**src/rtl/match_sequencer.sv**
```systemverilog
// Match-level sequencer: kickoff / play / goal / game-over control, score keeping and match clock.
// Optional match timer is enabled by defining MATCH_TIMER_EN; otherwise time_left is tied to 0.
module match_sequencer #(
  parameter int WIN_SCORE     = 5,
  parameter int KICKOFF_TICKS = 60,
  parameter int GOAL_TICKS    = 120,
  parameter int MATCH_TICKS   = 5400
) (
  input  logic        clk,
  input  logic        clr_n,
  input  logic        tick,
  input  logic        start,
  input  logic        collide1,
  input  logic        collide2,
  output logic        mover_clr,
  output logic        mover_tick_en,
  output logic [3:0]  score1,
  output logic [3:0]  score2,
  output logic [2:0]  state,
  output logic        game_over,
  output logic [1:0]  winner,
  output logic [12:0] time_left
);

  localparam int CNT_MAX = (KICKOFF_TICKS > GOAL_TICKS) ? KICKOFF_TICKS : GOAL_TICKS;
  localparam int CNT_W   = $clog2(CNT_MAX + 2);
  localparam logic [CNT_W-1:0] KICK_LOAD = CNT_W'(KICKOFF_TICKS);
  localparam logic [CNT_W-1:0] GOAL_LOAD = CNT_W'(GOAL_TICKS);
  localparam logic [3:0]       WIN       = 4'(WIN_SCORE);

  typedef enum logic [2:0] {
    S_IDLE    = 3'd0,
    S_KICKOFF = 3'd1,
    S_PLAY    = 3'd2,
    S_GOAL    = 3'd3,
    S_OVER    = 3'd4
  } state_t;

  state_t           state_reg, state_next;
  logic [CNT_W-1:0] cnt_reg, cnt_next;
  logic             tick_d_reg;
  logic [3:0]       score1_reg, score1_next, score2_reg, score2_next;
  logic [1:0]       winner_reg, winner_next;
  logic             mover_clr_reg, mover_clr_next;
  logic             tick_en_reg, tick_en_next;
  logic             game_over_reg, game_over_next;
  logic             tick_rise;

  assign tick_rise = tick & ~tick_d_reg;

  function automatic logic [1:0] pick_winner(input logic [3:0] a, input logic [3:0] b);
    if (a > b)      return 2'b01;
    else if (b > a) return 2'b10;
    else            return 2'b11;
  endfunction

  function automatic logic [3:0] sat_inc(input logic [3:0] s);
    return (s == 4'hF) ? 4'hF : s + 4'd1;
  endfunction

`ifdef MATCH_TIMER_EN
  logic [12:0] time_reg, time_next;
`endif

  always_comb begin
    state_next  = state_reg;
    cnt_next    = cnt_reg;
    score1_next = score1_reg;
    score2_next = score2_reg;
    winner_next = winner_reg;
`ifdef MATCH_TIMER_EN
    time_next   = time_reg;
`endif
    case (state_reg)
      S_IDLE: begin
        if (start) begin
          score1_next = '0;
          score2_next = '0;
          winner_next = 2'b00;
          cnt_next    = KICK_LOAD;
`ifdef MATCH_TIMER_EN
          time_next   = 13'(MATCH_TICKS);
`endif
          state_next  = S_KICKOFF;
        end
      end
      S_KICKOFF: begin
        if (tick_rise) begin
          if (cnt_reg == '0) state_next = S_PLAY;
          else               cnt_next   = cnt_reg - 1'b1;
        end
      end
      S_PLAY: begin
        // A goal in the same cycle as timer expiry wins; the timer then stays frozen.
        if (collide1 | collide2) begin
          if (collide1 & ~collide2) score2_next = sat_inc(score2_reg);
          if (collide2 & ~collide1) score1_next = sat_inc(score1_reg);
          cnt_next   = GOAL_LOAD;
          state_next = S_GOAL;
        end
`ifdef MATCH_TIMER_EN
        else if (tick_rise) begin
          if (time_reg <= 13'd1) begin
            time_next   = '0;
            winner_next = pick_winner(score1_reg, score2_reg);
            state_next  = S_OVER;
          end else begin
            time_next = time_reg - 13'd1;
          end
        end
`endif
      end
      S_GOAL: begin
        if (tick_rise) begin
          if (cnt_reg == '0) begin
            if (score1_reg >= WIN || score2_reg >= WIN) begin
              winner_next = pick_winner(score1_reg, score2_reg);
              state_next  = S_OVER;
            end else begin
              cnt_next   = KICK_LOAD;
              state_next = S_KICKOFF;
            end
          end else begin
            cnt_next = cnt_reg - 1'b1;
          end
        end
      end
      S_OVER: begin
        if (start) state_next = S_IDLE;
      end
      default: state_next = S_IDLE;
    endcase

    // Decode from the next state so the mover controls change on the same edge as state.
    mover_clr_next = (state_next == S_IDLE) || (state_next == S_KICKOFF) || (state_next == S_OVER);
    tick_en_next   = (state_next == S_PLAY);
    game_over_next = (state_next == S_OVER);
  end

  always_ff @(posedge clk) begin
    if (!clr_n) begin
      state_reg     <= S_IDLE;
      cnt_reg       <= '0;
      tick_d_reg    <= 1'b0;
      score1_reg    <= '0;
      score2_reg    <= '0;
      winner_reg    <= 2'b00;
      mover_clr_reg <= 1'b1;
      tick_en_reg   <= 1'b0;
      game_over_reg <= 1'b0;
`ifdef MATCH_TIMER_EN
      time_reg      <= '0;
`endif
    end else begin
      state_reg     <= state_next;
      cnt_reg       <= cnt_next;
      tick_d_reg    <= tick;
      score1_reg    <= score1_next;
      score2_reg    <= score2_next;
      winner_reg    <= winner_next;
      mover_clr_reg <= mover_clr_next;
      tick_en_reg   <= tick_en_next;
      game_over_reg <= game_over_next;
`ifdef MATCH_TIMER_EN
      time_reg      <= time_next;
`endif
    end
  end

  assign state         = state_reg;
  assign score1        = score1_reg;
  assign score2        = score2_reg;
  assign winner        = winner_reg;
  assign mover_clr     = mover_clr_reg;
  assign mover_tick_en = tick_en_reg;
  assign game_over     = game_over_reg;
`ifdef MATCH_TIMER_EN
  assign time_left     = time_reg;
`else
  assign time_left     = 13'd0;
`endif

endmodule

```
**config.mk**
```make
export PLATFORM = sky130hd
export DESIGN_NAME = match_sequencer
export DESIGN_NICKNAME = d
export VERILOG_FILES = /design/src/rtl/match_sequencer.sv
export SDC_FILE = /design/constraint.sdc
export NUM_CORES = 1
export LEC_CHECK = 0
export ABC_AREA = 1
export ABC_CLOCK_PERIOD_IN_PS = 1390
export CORE_ASPECT_RATIO = 2
export CORE_MARGIN = 10
export CORE_UTILIZATION = 47
export CTS_BUF_LIST = sky130_fd_sc_hd__clkbuf_4
export DETAILED_ROUTE_END_ITERATION = 7
export PLACE_DENSITY = 0.77
export SETUP_SLACK_MARGIN = 0.4
export SYNTH_ARGS = -nofsm -noshare
export SYNTH_HDL_FRONTEND = slang
export SYNTH_SLANG_ARGS = --single-unit
```
**constraint.sdc**
```tcl
create_clock -name clk -period 1.39 [get_ports clk]
set_input_delay 0.278 -clock clk [delete_from_list [all_inputs] [get_ports clk]]
set_output_delay 0.278 -clock clk [all_outputs]
set_load 0.005 [all_outputs]
```
Word level (Yosys, flattened, before mapping)
Index checks and enable logic that the tools add are counted.

Reduce and logical (&&, ||, !) cells: 13. Mux-type cells: 33. Magnitude comparators: 4. Equality and inequality tests: 19. Add/sub/neg operators: 3. Bitwise operators: 7.

Operators by type and width (count): 7-bit two-way mux (7); 4-bit two-way mux (7); 7-bit case mux with 4 select lines (1); 3-bit two-way mux (8); 2-bit inequality test (second input constant) (9); 4-bit case mux with 2 select lines (2); 3-bit case mux with 5 select lines (1); 2-bit two-way mux (5); 3-bit by 2-bit == test with 1-bit output (second input constant) (3); 4-bit by 1-bit adder with 4-bit output (second input constant) (2); 4-bit == test (second input constant) (2); 4-bit by 3-bit greater-or-equal comparator with 1-bit output (second input constant) (2); 4-bit > comparator (2); 4-bit AND reduction (2); 7-bit zero test (1); 7-bit AND reduction (1); 7-bit by 1-bit subtractor with 7-bit output (second input constant) (1); 3-bit by 1-bit == test with 1-bit output (second input constant) (2); 3-bit == test (second input constant) (2); 3-bit zero test (2); 5-bit AND reduction (1); 2-bit case mux with 2 select lines (1); 2-bit nonzero test (2); 4-bit nonzero test (1); 6 further kinds (12).

Word-level logic and storage cells: 88. Output and inout port bits: 29. Register bits: 24.

Logic depth before layout (Yosys ltp)
Gate-level depths: netlist of the first run.

Depth after elaboration: 9. Gate-level depth with buffers: 11. Depth with buffers taken out: 11.

Least setup slack after synthesis of the first run
Ideal clock, no wire load.

Kind: register to register. Start point: reg cnt_reg[0]. End point: reg winner_reg[0], in the netlist winner[0]. Data required time: 1319 ps. Data arrival time: 1469 ps. Setup slack: -150 ps. Buffers on the path: 0. Stages on the path, launching flop included: 11. Cell sequence: dfxtp_1 > inv_1 > ha_1 > inv_2 > nor2_1 > nand3_2 > nor2_2 > nand3_2 > nand2_1 > nand3_1 > a21oi_1.

Word-level cells in the longest chain between the ends: 3.

Ends and longest elaborated chain: start: declaration (RTL line 40) `logic [CNT_W-1:0] cnt_reg, cnt_next;`; start signal: assignment (RTL line 156) `cnt_reg <= cnt_next;`; 7-bit zero test (RTL line 115) `if (cnt_reg == '0) begin`; 2-bit inequality test (no source line); 5-bit AND reduction (no source line); end signal: assignment (RTL line 160) `winner_reg <= winner_next;`; end: declaration (RTL line 43) `logic [1:0] winner_reg, winner_next;`.

Every way passes these cells. A chain may end at the register's enable or synchronous reset.

Worst setup path in the final report of the first run
Start point: reg cnt_reg[1]. End point: reg cnt_reg[6].

Word-level cells in the longest chain between the ends: 4. Elaborated cells on any way between the ends: 10.

Ends and longest elaborated chain: 7-bit by 1-bit subtractor with 7-bit output or 7-bit zero test (tied branches); 7-bit two-way mux (on tied branches) (RTL line 115, 89); 7-bit two-way mux (on tied branches) (RTL line 114, 88); 7-bit case mux with 4 select lines (RTL line 74) `case (state_reg)`.

Parallel ways exist; a longest one is shown, timed or not. The select of a mux whose other input is x is not followed.

==> impl_metrics.json, run 1 <==
{
  "synth_top_flop_cell": "dfxtp_1",
  "synthCells": 232,
  "fmax_ghz": 0.624,
  "final.period_utilization": 1.15,
  "clock-sinks": 24,
  "syn2layout_area_growth_pct": 77.2,
  "drv_slew": 0,
  "met1_length_mm": 2.15,
  "critPathLaunchType": "flip-flop",
  "critPathKind": "reg -> reg",
  "wl_mm": 6.91,
  "grt_pass1_vias": 1993,
  "violations": "setup timing",
  "min_path_type": "in -> reg",
  "clkLatencyLatePin_ns": 0.33,
  "synth_area_um2": 1590,
  "initial_utilization": 0.492,
  "status": "finished with violations",
  "wl_met2_mm": 3.95,
  "firstDrtPassIters": 4,
  "place_congestion": 0.903,
  "yosysSeqAreaShare": 0.302,
  "largest_reg_flops": 7,
  "place.port_buffers": 21,
  "wl_met3_um": 353,
  "dr_total_vias": 2019,
  "cp_max_fo": 5,
  "drive_above_1_share": 0.558,
  "numCtsBuffers": 3,
  "cts_tree": "built",
  "drt_iter0_drc": 103,
  "maxCapViolCount": 0,
  "cts-root-buf": "clkbuf_4",
  "hpwl_mm": 3.48,
  "grt_max_degree": 18,
  "synth.distinct_cells": 26,
  "ant_nets": 0,
  "vias_per_cell": 5.74,
  "h-tree-depth": 1,
  "place_ws_ns": -0.344,
  "die-area_um2": 6250,
  "timing.final.crit_period_ns": 1.60,
  "drc_errors": 0,
  "die_w_um": 61.1,
  "critPathArrivalTime_ns": 1.88,
  "ios": 35,
  "die_h_um": 102,
  "crit_required_ns": 1.67,
  "wl_per_cell_um": 19.6,
  "synth_edf_count": 0,
  "power_mw": 2.24,
  "setup-violations-final": 23,
  "ys_async_sr_fraction": 0,
  "hold_viol": 0,
  "powerDensity_nw_per_um2": 796,
  "grt_util_all_layers": 0.188,
  "syn_area_per_cell_um2": 6.85,
  "antenna_found_initial": 0,
  "core_um2": 3230,
  "grt-ovfl-total": 0,
  "path_clk_slew_ns": 0.15,
  "top_layer": "met4",
  "n_antenna_cell": 0,
  "nets": 339,
  "rsz0062_at_grt": "yes",
  "p_leak_nw": 1.29,
  "peakVddDrop_v": 0.000737,
  "ys_seq_elements": 24,
  "grt_pass1_wl_mm": 9.03,
  "yosysWarningCount": 0,
  "cts_buffer_depth": 2,
  "placement_rows": 29,
  "layout_setup_ws_ns": -0.212,
  "holdWs_ns": 0.481,
  "finClkSkew_ns": 0.00348,
  "cp-end-kind": "flip-flop"
}
[worst max-delay path, stage by stage (launching register included)]
cell	delay [ns]
dfxtp_2	0.36
inv_2	0.06
ha_4	0.15
inv_4	0.04
nor2_4	0.09
nand3_4	0.13
buf_6	0.15
buf_4	0.14
nand2_2	0.09
nand2_2	0.07
nand2_2	0.08
nand2_4	0.06
a21oi_2	0.13
[report_power, final]
part / internal (mW) / switching [mW] / total, mW
Combinational: 0.495 / 0.624 / 1.12
Sequential: 0.730 / 0.0456 / 0.776
Clock: 0.106 / 0.240 / 0.345
[path summary, 6_finish.rpt]
kind                            startpoint    endpoint  slack (ns)  depth (start not counted)
worst max-delay path            cnt_reg[1]  cnt_reg[6]       -0.21                         12
worst min-delay path                  tick  tick_d_reg        0.48                          3
worst max register to register  cnt_reg[1]  cnt_reg[6]       -0.21                         12
worst min register to register   winner[0]   winner[0]        0.54                          2
[layer usage]
layer | vias up | track usage
met1 | 958 | 0.168
met2 | 111 | 0.356
li1 | 913 | -
met5 | - | 0
met3 | 37 | 0.0348
met4 | 0 | 0.127
[layout by cell type, fill, tap and decap left out, drive strengths merged]
cell,instances
buf,81
nand2,60
inv,29
dfxtp,24
nor2,23
a21oi,22
o21ai,19
nand3,16
conb,13
ha,11
clkdlybuf4s50,5
o211ai,4
clkbuf,4
nand4,3
clkinv,3
xor2,1
a32oi,1
nand3b,1
o2111ai,1
[layout make-up]
| class | instances | area (µm²) |
|---|---|---|
| Clock buffer | 3 | 22.5 |
| Clock inverter | 1 | 3.75 |
| Fill cell | 164 | 414 |
| Inverter | 31 | 151 |
| Multi-Input combinational cell | 175 | 1250 |
| Sequential cell | 24 | 515 |
| Tap cell | 31 | 38.8 |
| Timing Repair Buffer | 87 | 833 |
[through the flow]
| step | TNS (ns) | instance area (µm²) | util | cells |
|---|---|---|---|---|
| detailed placement | -4.27 | 2110 | 0.653 | 312 |
| floorplan | 0 | 1720 | - | 244 |
| CTS | -1.24 | 2580 | 0.799 | 346 |
| finish | -3.61 | 2820 | 0.872 | 352 |
| global route | -5.33 | 2820 | 0.872 | 352 |
| global placement | -3.45 | 2110 | 0.653 | 312 |
[cell families after synthesis]
family | after synthesis | share of synthesized area
flops | 24 | 0.302
xor+xnor | 1 | 0.00551
simple gates | 103 | 0.301
compound gates | 47 | 0.164
other cells | 1 | 0.00236
buf+inv | 45 | 0.139
fa+ha+maj | 11 | 0.0866
[timing repair]
action | in CTS | in global routing
buffers inserted | 30 | 6
setup endpoints to repair | 39 | 39
hold buffers | 0 | 0
gates resized for setup | 144 | 56
pin swaps | 21 | 18
[Yosys cell counts (all sizes together) (3+ instances only)]
master,instances,area share
nor2,23,0.070
dfxtp,24,0.30
nand4,3,0.012
a21oi,22,0.074
buf,14,0.064
ha,11,0.087
inv,30,0.072
o21ai,19,0.060
nand2,60,0.15
nand3,16,0.060
o211ai,4,0.019
Note: power is estimated with default switching activity, not from simulation.
==> run 2, diff against run 1 <==
ABC_CLOCK_PERIOD_IN_PS = 2050   (was 1390)
CORE_UTILIZATION = 50   (was 47)
PLACE_DENSITY = 0.78   (was 0.77)
clock period = 2.05 ns   (was 1.39 ns; I/O delays follow)
==> impl_metrics.json, run 2 (synthesis results as in run 1) <==
{
  "n_antenna_cell": 0,
  "fmax_ghz": 0.614,
  "placement_rows": 28,
  "die_h_um": 99.7,
  "place_congestion": 0.921,
  "startpoint": "state[1]",
  "largest_reg_flops": 7,
  "hpwl_mm": 3.14,
  "p_leak_nw": 0.917,
  "cp_max_fo": 4,
  "peakVddDrop_v": 0.000277,
  "maxCapViolCount": 0,
  "setup-violations-final": 0,
  "cts_tree": "built",
  "cpMaxStageDelayCell": "clkdlybuf4s50_1",
  "drv_slew": 0,
  "wl_mm": 4.46,
  "r2r_start": "cnt_reg[0]",
  "tns_ns": 0,
  "ios": 35,
  "grt_max_degree": 18,
  "fin_area_um2": 2030,
  "grt_util_all_layers": 0.135,
  "min_from": "cnt_reg[1]",
  "timing.final.crit_period_ns": 1.63,
  "initial_utilization": 0.527,
  "grt_pass1_vias": 1555,
  "clock-sinks": 24,
  "cp_num_buf_inv": 1,
  "core_um2": 3010,
  "cts_buffer_depth": 2,
  "syn2layout_area_growth_pct": 28.0,
  "grt_pass1_wl_mm": 6.56,
  "place.port_buffers": 21,
  "firstDrtPassIters": 5,
  "final.period_utilization": 0.794,
  "numCtsBuffers": 3,
  "path_clk_slew_ns": 0.12,
  "crit_family": "buffers and inverters",
  "dr_total_vias": 1613,
  "vias_per_cell": 5.38,
  "final_cell_mix": "nand2_1, inv_1, a21oi_1",
  "crit_required_ns": 1.64,
  "powerDensity_nw_per_um2": 567,
  "critPathLaunchType": "flip-flop",
  "antenna_found_initial": 0,
  "finClkSkew_ns": 0.00334,
  "grt-ovfl-total": 0,
  "critPathKind": "reg -> out",
  "cts-root-buf": "clkbuf_4",
  "h-tree-depth": 1,
  "hold_viol": 0,
  "rsz0062_at_grt": "yes",
  "clkLatencyLatePin_ns": 0.32,
  "wl_per_cell_um": 14.9,
  "die_w_um": 59.9,
  "placed_area_um2": 1790,
  "drc_errors": 0,
  "critPathArrivalTime_ns": 1.22,
  "drive_above_1_share": 0.237,
  "cp-end-kind": "primary output",
  "die-area_um2": 5970,
  "drt_iter0_drc": 52,
  "ant_nets": 0,
  "cpPeakStageDelay_ns": 0.50,
  "status": "completed",
  "nets": 289,
  "power_mw": 1.15,
  "min_path_type": "reg -> reg",
  "final_common_cell": "nand2_1",
  "cp_cell_sequence": "clkdlybuf4s50_1"
}
run 2: power breakdown:
part / internal (mW) / total [mW] / switching [mW]
registers: 0.488 / 0.524 / 0.0352
clock network: 0.0690 / 0.209 / 0.140
logic: 0.161 / 0.421 / 0.260
run 2: area by class of cell:
cell class | instances | area (µm²)
multi-input combinational | 175 | 992
fill | 273 | 980
sequential | 24 | 524
clock buffer | 3 | 22.5
tap | 30 | 37.5
timing repair buffer | 37 | 335
inverter | 31 | 121
run 2: final timing paths:
path                            cells after the start         end  slack (ns)
worst min register to register                      2  cnt_reg[1]        0.49
worst max-delay path                                1    state[1]        0.42
worst min-delay path                                2  cnt_reg[1]        0.49
worst max register to register                     10   winner[0]        0.47
run 2: layer usage:
metal,GRT usage,share of wire
met1,0.121,0.33
met2,0.264,0.59
met3,0.0255,0.051
met4,0.0590,0.028
met5,0,0
run 2: stage by stage:
| step | worst slack (ns) | cells | util | hold WS (ns) |
|---|---|---|---|---|
| after floorplan | 0.510 | 244 | - | 0.454 |
| after global placement | 0.253 | 282 | 0.593 | 0.464 |
| after detailed placement | 0.199 | 282 | 0.593 | 0.471 |
| after CTS | 0.346 | 290 | 0.631 | 0.492 |
| after global routing | 0.362 | 300 | 0.675 | 0.514 |
| final | 0.422 | 300 | 0.675 | 0.487 |
run 2: timing repair:
action,4_1_cts,5_1_grt
hold buffers,0,0
setup endpoints to repair,24,25
resized for setup,24,20
setup buffers,5,10
pin swaps,2,5
==> run 3, diff against run 2 <==
ABC_CLOCK_PERIOD_IN_PS = 1600   (was 2050)
clock period = 1.6 ns   (was 2.05 ns; I/O delays follow)
==> impl_metrics.json, run 3 (synthesis results as in run 1) <==
{
  "min_path_type": "reg -> reg",
  "numCtsBuffers": 3,
  "r2r_start": "cnt_reg[0]",
  "setup-violations-final": 4,
  "regArea_um2": 518,
  "die_w_um": 59.9,
  "p_seq_frac": 0.390,
  "timing.final.crit_period_ns": 1.65,
  "p_sw_frac": 0.393,
  "final.period_utilization": 1.03,
  "layout_setup_ws_ns": -0.0454,
  "met1_length_mm": 1.85,
  "final_common_cell": "nand2_1",
  "ant_nets": 0,
  "h-tree-depth": 1,
  "combPwrFrac": 0.444,
  "nets": 314,
  "firstDrtPassIters": 4,
  "powerDensity_nw_per_um2": 718,
  "drt_iter0_drc": 69,
  "peakVddDrop_v": 0.000565,
  "vias_per_cell": 5.78,
  "cts_buffer_depth": 2,
  "crit_required_ns": 1.85,
  "critPathArrivalTime_ns": 1.89,
  "ios": 35,
  "final.fill_count": 187,
  "wl_per_cell_um": 17.8,
  "critPathKind": "reg -> reg",
  "placed_area_um2": 1930,
  "fmax_ghz": 0.608,
  "whs_path_depth": 2,
  "p_leak_nw": 1.08,
  "grt-ovfl-total": 0,
  "p_int_mw": 1.05,
  "power_mw": 1.74,
  "ff2ff_setup_slack_ns": -0.05,
  "multiInputGateArea_um2": 1170,
  "final_cell_mix": "nand2_1, buf_4, buf_6",
  "clkLatencyLatePin_ns": 0.33,
  "placement_rows": 28,
  "place_congestion": 0.908,
  "rsz0062_at_grt": "yes",
  "grt_max_degree": 18,
  "cp_max_fo": 5,
  "largest_reg_flops": 7,
  "syn2layout_area_growth_pct": 52.2,
  "core_um2": 3010,
  "wl_mm": 5.80,
  "path_clk_slew_ns": 0.14,
  "cts-root-buf": "clkbuf_4",
  "fin_area_um2": 2420,
  "top_layer": "met4",
  "place.port_buffers": 21,
  "tns_ns": -0.0871,
  "clock-sinks": 24,
  "p_switching_mw": 0.683,
  "drv_slew": 0,
  "status": "finished with violations",
  "die-area_um2": 5970,
  "maxCapViolCount": 0,
  "rr_endpoint": "winner[1]",
  "initial_utilization": 0.527,
  "hpwl_mm": 3.36,
  "drc_errors": 0,
  "grt_util_all_layers": 0.180,
  "grt_pass1_vias": 1940,
  "wl_met3_um": 380,
  "cts_tree": "built",
  "grt_pass1_wl_mm": 8.64,
  "dr_total_vias": 1884,
  "min_from": "winner[0]",
  "hold-path-endpoint": "winner[0]",
  "n_antenna_cell": 0,
  "violations": "setup timing",
  "cp-end-kind": "flip-flop",
  "drive_above_1_share": 0.493,
  "die_h_um": 99.7,
  "p_clk_frac": 0.165,
  "critPathLaunchType": "flip-flop",
  "finClkSkew_ns": 0.00378,
  "antenna_found_initial": 0,
  "ff2ff_path_depth": 10,
  "wl_met2_mm": 3.20,
  "hold_viol": 0
}
run 3: cell count changes in the layout (fill, tap and decap cells not counted), moves of 7 or more:
cell	before	now
buf_6	0	20
clkdlybuf4s50_1	19	5
buf_4	16	27
o21ai_0	18	7
a21oi_1	20	10
a21oi_2	2	12
dfxtp_2	2	9
nand2_1	53	46
run 3: worst max-delay path by stage:
stage | end | slack [ns] | start
2_1_floorplan | cnt_reg[0] | 0.23 | cnt_reg[0]
3_3_place_gp | cnt_reg[5] | -0.07 | tick
3_5_place_dp | cnt_reg[4] | -0.10 | tick
4_1_cts | mover_tick_en | 0.1 | cnt_reg[0]
5_1_grt | cnt_reg[6] | -0.17 | score1[1]
6_report | winner[1] | -0.05 | cnt_reg[0]
run 3: power groups by stage:
stage,combinational [mW],clock (mW),sequential [mW]
4_1_cts,0.668,0.284,0.673
5_1_grt,0.831,0.313,0.681
3_3_place_gp,0.509,0,0.700
3_5_place_dp,0.519,0,0.701
2_1_floorplan,0.390,0,0.689
6_report,0.772,0.287,0.678
run 3: layout make-up:
cell class | count | share of cell area
multi-input combinational | 175 | 0.484
timing repair buffer | 62 | 0.222
sequential | 24 | 0.214
inverter | 31 | 0.0533
tap | 30 | 0.0155
clock buffer | 3 | 0.00931
clock inverter | 1 | 0.00155
run 3: metrics by stage:
stage / hold WS (ns) / instances / util / worst slack, ns
floorplan: 0.402 / 244 / - / 0.231
global placement: 0.490 / 294 / 0.641 / -0.0675
detailed placement: 0.487 / 294 / 0.641 / -0.102
CTS: 0.505 / 321 / 0.762 / 0.0981
global route: 0.541 / 326 / 0.803 / -0.169
finish: 0.525 / 326 / 0.803 / -0.0454
run 3: worst max-delay path, cell delays in order (launching register included):
cell     delay [ns]
dfxtp_2        0.35
inv_2          0.07
ha_4           0.14
inv_2          0.05
nor2_4         0.09
nand3_4        0.13
nor2_4         0.21
nand3_2        0.14
nand2_2        0.14
o21ai_1        0.08
a21oi_1        0.17
run 3: timing repair:
action | CTS | global route
buffers inserted | 23 | 5
resized for setup | 125 | 43
pin swaps | 26 | 15
hold buffers | 0 | 0
endpoints found under the setup margin | 39 | 35
run 3: per-layer routing:
| layer | GRT usage | vias up |
|---|---|---|
| met5 | 0 | - |
| met4 | 0.120 | 0 |
| met3 | 0.0357 | 39 |
| met2 | 0.329 | 95 |
| met1 | 0.164 | 894 |
| li1 | - | 856 |
